### src/rtl/snake_tick_gen.sv
// Game-tick generator: divides clk by 2^(DIV_LOG2-level) and emits a one-cycle
// tick enable plus a 50%-duty snake_clk. Level moves by buttons and score.
module snake_tick_gen #(
  parameter int DIV_LOG2        = 25,
  parameter int NUM_LEVELS      = 4,
  parameter int LEVEL_W         = 2,
  parameter int SCORE_PER_LEVEL = 5
) (
  input  logic               clk,
  input  logic               rst,
  input  logic               speed_up,
  input  logic               speed_down,
  input  logic               pause,
  input  logic               score,
  output logic [LEVEL_W-1:0] level,
  output logic               tick,
  output logic               snake_clk,
  output logic               paused
);

  // All inputs are single-cycle pulses except pause, which is level-sensitive;
  // there is no valid/ready handshake on this block.
  localparam logic [LEVEL_W-1:0] MAX_LEVEL = LEVEL_W'(NUM_LEVELS - 1);
  localparam int SC_W = (SCORE_PER_LEVEL > 1) ? $clog2(SCORE_PER_LEVEL) : 1;
  localparam logic [SC_W-1:0] SC_LAST =
    SC_W'((SCORE_PER_LEVEL > 0) ? SCORE_PER_LEVEL - 1 : 0);

  logic [DIV_LOG2-1:0] cnt;
  logic [DIV_LOG2-1:0] mask;
  logic [DIV_LOG2-1:0] half;
  logic [SC_W-1:0]     score_cnt;
  logic [LEVEL_W-1:0]  level_nxt;
  logic                score_ok;
  logic                auto_up;
  logic                up_req;
  logic                dn_req;
  logic                lvl_change;

  always_comb begin
    mask       = {DIV_LOG2{1'b1}} >> level;
    // single bit at position DIV_LOG2-1-level: the square-wave source bit
    half       = mask ^ (mask >> 1);
    score_ok   = score && !pause;
    auto_up    = (SCORE_PER_LEVEL != 0) && score_ok && (score_cnt == SC_LAST);
    up_req     = speed_up || auto_up;
    dn_req     = speed_down;
    level_nxt  = level;
    if (up_req && !dn_req && (level != MAX_LEVEL)) begin
      level_nxt = level + LEVEL_W'(1);
    end else if (dn_req && !up_req && (level != '0)) begin
      level_nxt = level - LEVEL_W'(1);
    end
    lvl_change = (level_nxt != level);
  end

  always_ff @(posedge clk or posedge rst) begin
    if (rst) begin
      cnt       <= '0;
      level     <= '0;
      score_cnt <= '0;
      tick      <= 1'b0;
      snake_clk <= 1'b0;
      paused    <= 1'b0;
    end else begin
      paused <= pause;
      level  <= level_nxt;
      if (score_ok && (SCORE_PER_LEVEL != 0)) begin
        score_cnt <= (score_cnt == SC_LAST) ? '0 : score_cnt + SC_W'(1);
      end
      // An effective level change restarts the period from phase zero.
      if (lvl_change) begin
        cnt       <= '0;
        tick      <= 1'b0;
        snake_clk <= 1'b0;
      end else begin
        tick <= !pause && ((cnt & mask) == mask);
        if (!pause) begin
          cnt       <= cnt + DIV_LOG2'(1);
          snake_clk <= |(cnt & half);
        end
      end
    end
  end

endmodule

### config.mk
export PLATFORM = sky130hd
export DESIGN_NAME = snake_tick_gen
export DESIGN_NICKNAME = d
export VERILOG_FILES = /design/src/rtl/snake_tick_gen.sv
export SDC_FILE = /design/constraint.sdc
export NUM_CORES = 1
export LEC_CHECK = 0
export BUFFER_PORTS_ARGS = -buffer_cell sky130_fd_sc_hd__buf_2
export CORE_ASPECT_RATIO = 0.75
export CORE_MARGIN = 5
export CORE_UTILIZATION = 64
export DETAILED_ROUTE_END_ITERATION = 12
export GPL_ROUTABILITY_DRIVEN = 1
export HOLD_SLACK_MARGIN = 0.02
export PLACE_DENSITY_LB_ADDON = 0.2
export SLEW_MARGIN = 20
export SYNTH_ARGS = -nofsm -noshare
export SYNTH_HDL_FRONTEND = slang
export SYNTH_SLANG_ARGS = --single-unit
### constraint.sdc
create_clock -name clk -period 6.3 [get_ports clk]
set_input_delay 1.26 -clock clk [delete_from_list [all_inputs] [get_ports clk]]
set_output_delay 1.26 -clock clk [all_outputs]
set_load 0.02 [all_outputs]
==> results of run 1 <==
==> cells in the final DEF, fill, tap and decap left out, drive strengths merged, types with 6 or more instances in the layout <==
master / netlist / routed
xnor2: 13 / 13
inv: 9 / 9
o31ai: 6 / 6
ha: 7 / 7
buf: 7 / 12
nand4: 7 / 7
dfrtp: 33 / 33
a21oi: 11 / 11
or3: 7 / 7
nor2: 23 / 23
nand2: 12 / 12
or4: 6 / 6
o21ai: 8 / 8
==> worst max path at each step <==
| stage | startpoint | to | slack, ps | cells past startpoint |
|---|---|---|---|---|
| after floorplan | pause | cnt[23]$_DFFE_PP0P_ | 3400 | 6 |
| after CTS | pause | cnt[23]$_DFFE_PP0P_ | 3390 | 5 |
| after detailed placement | pause | cnt[23]$_DFFE_PP0P_ | 3100 | 5 |
| after global routing | pause | cnt[23]$_DFFE_PP0P_ | 3310 | 5 |
| after global placement | pause | cnt[23]$_DFFE_PP0P_ | 3140 | 5 |
| final | pause | cnt[23]$_DFFE_PP0P_ | 3350 | 5 |
==> critical path, stage by stage <==
cell	delay, ps
sky130_fd_sc_hd__buf_2	170
sky130_fd_sc_hd__nand4b_4	270
sky130_fd_sc_hd__or4_1	730
sky130_fd_sc_hd__or4_1	550
sky130_fd_sc_hd__a21oi_1	170
==> kinds of logic after synthesis <==
| kind of cell | share of synthesized area |
|---|---|
| AOI/OAI and AO/OA | 0.106 |
| muxes | 0.00557 |
| buffers and inverters | 0.0480 |
| adders and majority gates | 0.0487 |
| xor gates and xnor gates | 0.0779 |
| and+or+nand+nor | 0.255 |
| DFF | 0.459 |
==> registers in the layout (all words and copies together), names as in the netlist <==
name       flops
cnt           25
level          2
paused         1
score_cnt      3
snake_clk      1
tick           1
==> metrics by stage <==
step	cells	cell area, um^2	power, uW
after floorplan	182	1800	360
after global placement	223	1860	390
after detailed placement	223	1860	398
after CTS	231	1940	551
after global routing	231	1940	586
final	231	1940	548
==> power by group <==
group	leakage (uW)	total, uW	switching, uW	internal (uW)
Combinational	0.000346	133	83.0	50.4
Clock	0.0000439	153	76.7	76.1
Sequential	0.000447	262	27.7	234
Total	0.000837	548	187	361
==> final cells by class <==
class | instances | share of cell area
clock buffer | 5 | 0.0354
clock inverter | 3 | 0.00902
inverter | 9 | 0.0174
multi-input combinational | 133 | 0.456
sequential | 33 | 0.425
tap | 36 | 0.0232
timing repair buffer | 12 | 0.0335
==> layer usage <==
layer / share of wire / up-vias
met3: 0.040 / 2
met4: 0.0021 / 0
met2: 0.48 / 33
met1: 0.48 / 672
met5: 0 / -
li1: - / 670
==> summary.md, run 1 <==
| Metric | Value |
|---|---|
| Mapped Area | 0.00180 mm^2 |
| GR Layer Usage met3 | 0.0614 |
| Worst flop-to-flop path endpoint | level[0]$_DFF_PP0_ |
| Overflow after GRT | 0 |
| Number of storage elements in the synthesis netlist | 33 |
| Worst hold path type | reg2reg |
| CTS Root Cell | sky130_fd_sc_hd__clkbuf_8 |
| CTS sink cnt | 33 |
| Length in cells of the worst reg-to-reg path | 7 |
| Placement Rows | 16 |
| Maximum clock skew at final layout | 8.54 ps |
| Ports placed on the boundary | 11 |
| Later-pin clock latency in the skew report | 280 ps |
| Routed length per placed instance | 14.6 um |
| Number of distinct library cells after synthesis | 37 |
| Worst-case vdd ir drop | 0.233 mV |
| Hold path startpoint | score_cnt[2]$_DFFE_PP0P_ |
| Setup_tns | 0 ps |
| Number of remaining DRC errors | 0 |
| Clock input transition at the sequential cells of the worst setup and hold paths | 70 ps |
| Finish-stage setup viols | 0 |
| Number of buffers inserted by port buffering | 10 |
| Yosys warnings | 0 |
| Initial antenna violation count | 0 |
| Pre-CTS setup slack | 3100 ps |
| Total area of multi-input combinational cells | 886 um^2 |
| Reg-to-reg setup timing slack | 3950 ps |
| Core ar. | 0.00264 mm^2 |
| Data required time of the critical path | 6510 ps |
| Number of iterations in the first detailed-routing pass | 4 |
| Worst relative slew slack | 0.458 |
| Vias | 1377 |
| Critical Path Fanout Max | 11 |
| Post-synth net total | 195 |
| Wire length of the first global-routing pass | 5850 um |
| Antenna-violating nets left | 0 |
| Met2 track demand over resource in global routing | 0.284 |
| Layout overhead on the synthesized area | 8.00% |
| Number of global-route vias before repair | 1297 |
| Violation count after the first detailed-route iteration | 115 |
| Clock Tree Buf Depth | 2 |
| Mean cell area of the mapped netlist | 9.88 um^2 |
| Post-Synthesis Cells | 182 |
| Layout cells sized above 1 | 0.164 |
| Vertical extent of the die | 55.9 um |
| Hold buffer count at cts | 0 |
| Number of levels the H-tree was split into | 2 |
| Final standard cell utilization of the core | 0.735 |
| Hold-critical path endpoint | score_cnt[2]$_DFFE_PP0P_ |
| Startpoint kind of the worst setup timing path | input port |
| M1 GR Usage | 0.243 |
| Number of enable flip-flop cells after synthesis | 0 |
| Reg area | 826 um^2 |
| Num CTS Buffers | 5 |
| Type of the worst setup path | in2reg |
| Number of maximum-capacitance violations | 0 |
| Half-perimeter wire length after detailed placement | 2380 um |
| Max Clk Rate | 339 MHz |
| Arrival time at the worst endpoint | 3160 ps |
| Count of filler cells inserted in the layout | 198 |
| Detailed-route wire length | 3370 um |
| NumNets Final | 207 |
| DIE AREA | 0.00398 mm^2 |
| Cell depth of the worst hold path | 1 |
| Run status | complete, no violations |
| Overall global routing resource usage | 0.184 |
| Proportion of register bits with asynchronous set or reset after synthesis | 1.00 |
| Hold Vio Cnt, Final | 0 |
| Count leader, synth | sky130_fd_sc_hd__dfrtp_1 |
| Fraction of post-synthesis cell area in the top cell type by area | 0.459 |
| Ratio of final minimum period to clock period | 0.468 |
| Cell type with the highest aggregate area in the netlist | sky130_fd_sc_hd__dfrtp_1 |
| Setup repair after global routing missed its margin | no |
| Placer congestion estimate | 0.743 |
| Diodes inserted | 0 |
| Hold_ws | 526 ps |
| Number of gates resized after CTS | 0 |
| Effective utilization at floorplan | 0.680 |
| GRT busiest layer | met2 |
| Top flip-flop cell by instance count after synthesis | sky130_fd_sc_hd__dfrtp_1 |
| Leakage power of the design | 0.000837 uW |
| Top cells by count, synth | sky130_fd_sc_hd__dfrtp_1 (33), sky130_fd_sc_hd__nor2_1 (23), sky130_fd_sc_hd__xnor2_1 (13), sky130_fd_sc_hd__nand2_1 (12), sky130_fd_sc_hd__a21oi_1 (11) |
| Launching point of the worst reg2reg path | score_cnt[0]$_DFFE_PP0P_ |
| Number of pins with negative max-slew slack in the final report | 0 |
| Synth area leaders | sky130_fd_sc_hd__dfrtp_1 (46%), sky130_fd_sc_hd__xnor2_1 (6.3%), sky130_fd_sc_hd__ha_1 (4.9%) |
| TritonCTS clock tree | yes |
| Post-synthesis sequential area ratio | 0.459 |
| Kind of end point of the critical path | flop |
| Min cycle time layout | 2950 ps |
| X dimension of the die | 71.2 um |
| Pin count of the biggest net entering global routing | 34 |
| Post-CTS setup buffer count | 0 |
| Power per standard cell area | 282 mW/mm^2 |
| Via-to-Cell Ratio | 5.96 |
| Worst setup slack after layout | 3350 ps |
| Transition time at the pin with the least slew margin | 808 ps |
(Power assumes the default switching activity.)
==> inputs of run 2 (changes only) <==
Settings changed: CORE_UTILIZATION 64 to 54.
Clock period 6.3 ns to 2.6 ns, I/O delays scaled along.
==> summary.md, run 2 (same netlist as run 1, synthesis figures left out) <==
| Metric | Value |
|---|---|
| Run status | complete, no violations (unchanged) |
| Core ar. | 0.00324 mm^2 (was 0.00264 mm^2) |
| TritonCTS clock tree | yes (unchanged) |
| Pin count of the biggest net entering global routing | 34 (unchanged) |
| CTS Root Cell | sky130_fd_sc_hd__clkbuf_8 (unchanged) |
| Length in cells of the worst reg-to-reg path | 7 (unchanged) |
| Number of buffers inserted by port buffering | 10 (unchanged) |
| Clock Tree Buf Depth | 2 (unchanged) |
| Switching power total | 466 uW (was 187 uW) |
| Reg area | 826 um^2 (unchanged) |
| Violation count after the first detailed-route iteration | 84 (was 115) |
| Data required time of the critical path | 2820 ps (was 6510 ps) |
| Most used cells in the layout excluding fill and tap cells | sky130_fd_sc_hd__dfrtp_1 (33), sky130_fd_sc_hd__nor2_1 (23), sky130_fd_sc_hd__xnor2_1 (13) (unchanged) |
| CTS sink cnt | 33 (unchanged) |
| Half-perimeter wire length after detailed placement | 2510 um (was 2380 um) |
| Number of global-route vias before repair | 1428 (was 1297) |
| Hold Vio Cnt, Final | 0 (unchanged) |
| Finish-stage setup viols | 0 (unchanged) |
| Diodes inserted | 0 (unchanged) |
| Most common cell after layout, fill and taps aside | sky130_fd_sc_hd__dfrtp_1 (unchanged) |
| Number of maximum-capacitance violations | 0 (unchanged) |
| Vias | 1378 (was 1377) |
| Number of remaining DRC errors | 0 (unchanged) |
| Kind of end point of the critical path | flop (unchanged) |
| X dimension of the die | 76.6 um (was 71.2 um) |
| Antenna-violating nets left | 0 (unchanged) |
| Critical Path Fanout Max | 11 (unchanged) |
| Hold buffer count at cts | 0 (unchanged) |
| Number of flip-flops under the largest register name | 25 (unchanged) |
| Maximum clock skew at final layout | 5.60 ps (was 8.54 ps) |
| Reg-to-reg setup timing slack | 480 ps (was 3950 ps) |
| Vertical extent of the die | 60.0 um (was 55.9 um) |
| Later-pin clock latency in the skew report | 290 ps (was 280 ps) |
| Largest registers in the final layout | cnt: 25 flops, score_cnt: 3 flops, level: 2 flops (unchanged) |
| Leakage power of the design | 0.000842 uW (was 0.000837 uW) |
| Proportion of total power due to net switching | 0.346 (was 0.342) |
| Internal | 880 uW (was 361 uW) |
| Worst hold path type | in2async (was reg2reg) |
| Effective utilization at floorplan | 0.554 (was 0.680) |
| DIE AREA | 0.00460 mm^2 (was 0.00398 mm^2) |
| Transition time at the pin with the least slew margin | 419 ps (was 808 ps) |
| CP cell instances | buf_2 > nand4b_4 > or4_1 > or4_1 > a21oi_1 (unchanged) |
| Slowest Stage Delay on Critical Path | 710 ps (was 730 ps) |
| Worst-case vdd ir drop | 0.436 mV (was 0.233 mV) |
| Overflow after GRT | 0 (unchanged) |
| Total area of multi-input combinational cells | 886 um^2 (unchanged) |
| Ratio of final minimum period to clock period | 0.826 |
| Max Clk Rate | 466 MHz |
| Power per standard cell area | 689 mW/mm^2 (was 282 mW/mm^2) |
| Initial antenna violation count | 0 (unchanged) |
| Number of iterations in the first detailed-routing pass | 5 (was 4) |
| Critical-path cell with the highest stage delay | sky130_fd_sc_hd__or4_1 (unchanged) |
| Share of power burned in registers | 0.472 (was 0.478) |
| Number of levels the H-tree was split into | 2 (unchanged) |
| Num CTS Buffers | 5 (unchanged) |
| Placement Rows | 18 (was 16) |
| Clock input transition at the sequential cells of the worst setup and hold paths | 70 ps (about the same) |
| Routed length per placed instance | 15.0 um (was 14.6 um) |
| Startpoint kind of the worst setup timing path | input port (unchanged) |
| Placer congestion estimate | 0.761 (was 0.743) |
| Register ranked first by flip-flop count | cnt (unchanged) |
| Arrival time at the worst endpoint | 2370 ps (was 3160 ps) |
| Layout overhead on the synthesized area | 8.70% (was 8.00%) |
| Worst flop-to-flop path endpoint | level[0]$_DFF_PP0_ (unchanged) |
| Setup repair after global routing missed its margin | no (unchanged) |
| Ports placed on the boundary | 11 (unchanged) |
| Count of filler cells inserted in the layout | 286 (was 198) |
| Number of gates resized after CTS | 0 (unchanged) |
| Layout cells sized above 1 | 0.168 (was 0.164) |
| Final standard cell utilization of the core | 0.603 (was 0.735) |
| Portion of total power attributed to combinational logic | 0.247 (was 0.243) |
| Cell with the most instances on the worst path | sky130_fd_sc_hd__or4_1 (unchanged) |
| Overall global routing resource usage | 0.181 (was 0.184) |
| Launching point of the worst reg2reg path | score_cnt[0]$_DFFE_PP0P_ (unchanged) |
| Worst relative slew slack | 0.721 (was 0.458) |
| Min cycle time layout | 2150 ps |
| Post-CTS setup buffer count | 0 (unchanged) |
| Number of pins with negative max-slew slack in the final report | 0 (unchanged) |
| Wire length of the first global-routing pass | 6400 um (was 5850 um) |
| Detailed-route wire length | 3550 um (was 3370 um) |
| Proportion of power drawn by the clock network | 0.281 (was 0.279) |
| Type of the worst setup path | in2reg (unchanged) |
| NumNets Final | 208 (was 207) |
| Via-to-Cell Ratio | 5.84 (was 5.96) |
| Setup_tns | 0 ps (unchanged) |
## run 2: cell types whose count changed in the layout (fill, tap and decap cells not counted), sizes merged
cell,delta
buf,+1
## run 2: metal layers
metal / track usage / wire length [um]
met3: 0.0422 / 133
met2: 0.296 / 1740
met1: 0.218 / 1600
met4: 0.117 / 73
met5: 0 / 0
## run 2: through the flow
| step | area [um^2] | worst slack [ps] | hold slack (ps) | total power (uW) | std cells |
|---|---|---|---|---|---|
| floorplan | 1800 | 438 | 471 | 872 | 182 |
| global placement | 1870 | 207 | 499 | 953 | 228 |
| detailed placement | 1870 | 152 | 507 | 976 | 228 |
| CTS | 1950 | 456 | 317 | 1360 | 236 |
| global route | 1950 | 282 | 363 | 1440 | 236 |
| finish | 1950 | 453 | 306 | 1350 | 236 |
## run 2: how the worst max path moves through the flow
stage	startpoint	endpoint	cells past startpoint
2_1_floorplan	pause	cnt[23]$_DFFE_PP0P_	6
3_3_place_gp	pause	cnt[23]$_DFFE_PP0P_	5
3_5_place_dp	pause	cnt[23]$_DFFE_PP0P_	5
4_1_cts	pause	cnt[23]$_DFFE_PP0P_	5
5_1_grt	cnt[0]$_DFFE_PP0P_	tick$_DFF_PP0_	5
6_report	pause	cnt[23]$_DFFE_PP0P_	5
## run 2: area by class of cell
type                       count  share of cell area
clock buffer                   5              0.0352
tap                           40              0.0256
timing repair buffer          13              0.0371
clock inverter                 3             0.00896
sequential                    33               0.423
inverter                       9              0.0173
multi-input combinational    133               0.453
## run 2: worst max-delay path, delay by kind of cell
family	cells	cell delay, ps
AO/OA/AOI/OAI	1	150
buffers and inverters	1	170
AND/OR/NAND/NOR	3	1520
## run 2: power by group through the flow
stage	Clock (uW)	Combinational, uW	Sequential (uW)
after floorplan	0	225	647
after global placement	0	316	636
after detailed placement	0	332	644
after CTS	389	334	635
after global routing	413	383	643
final	378	332	635
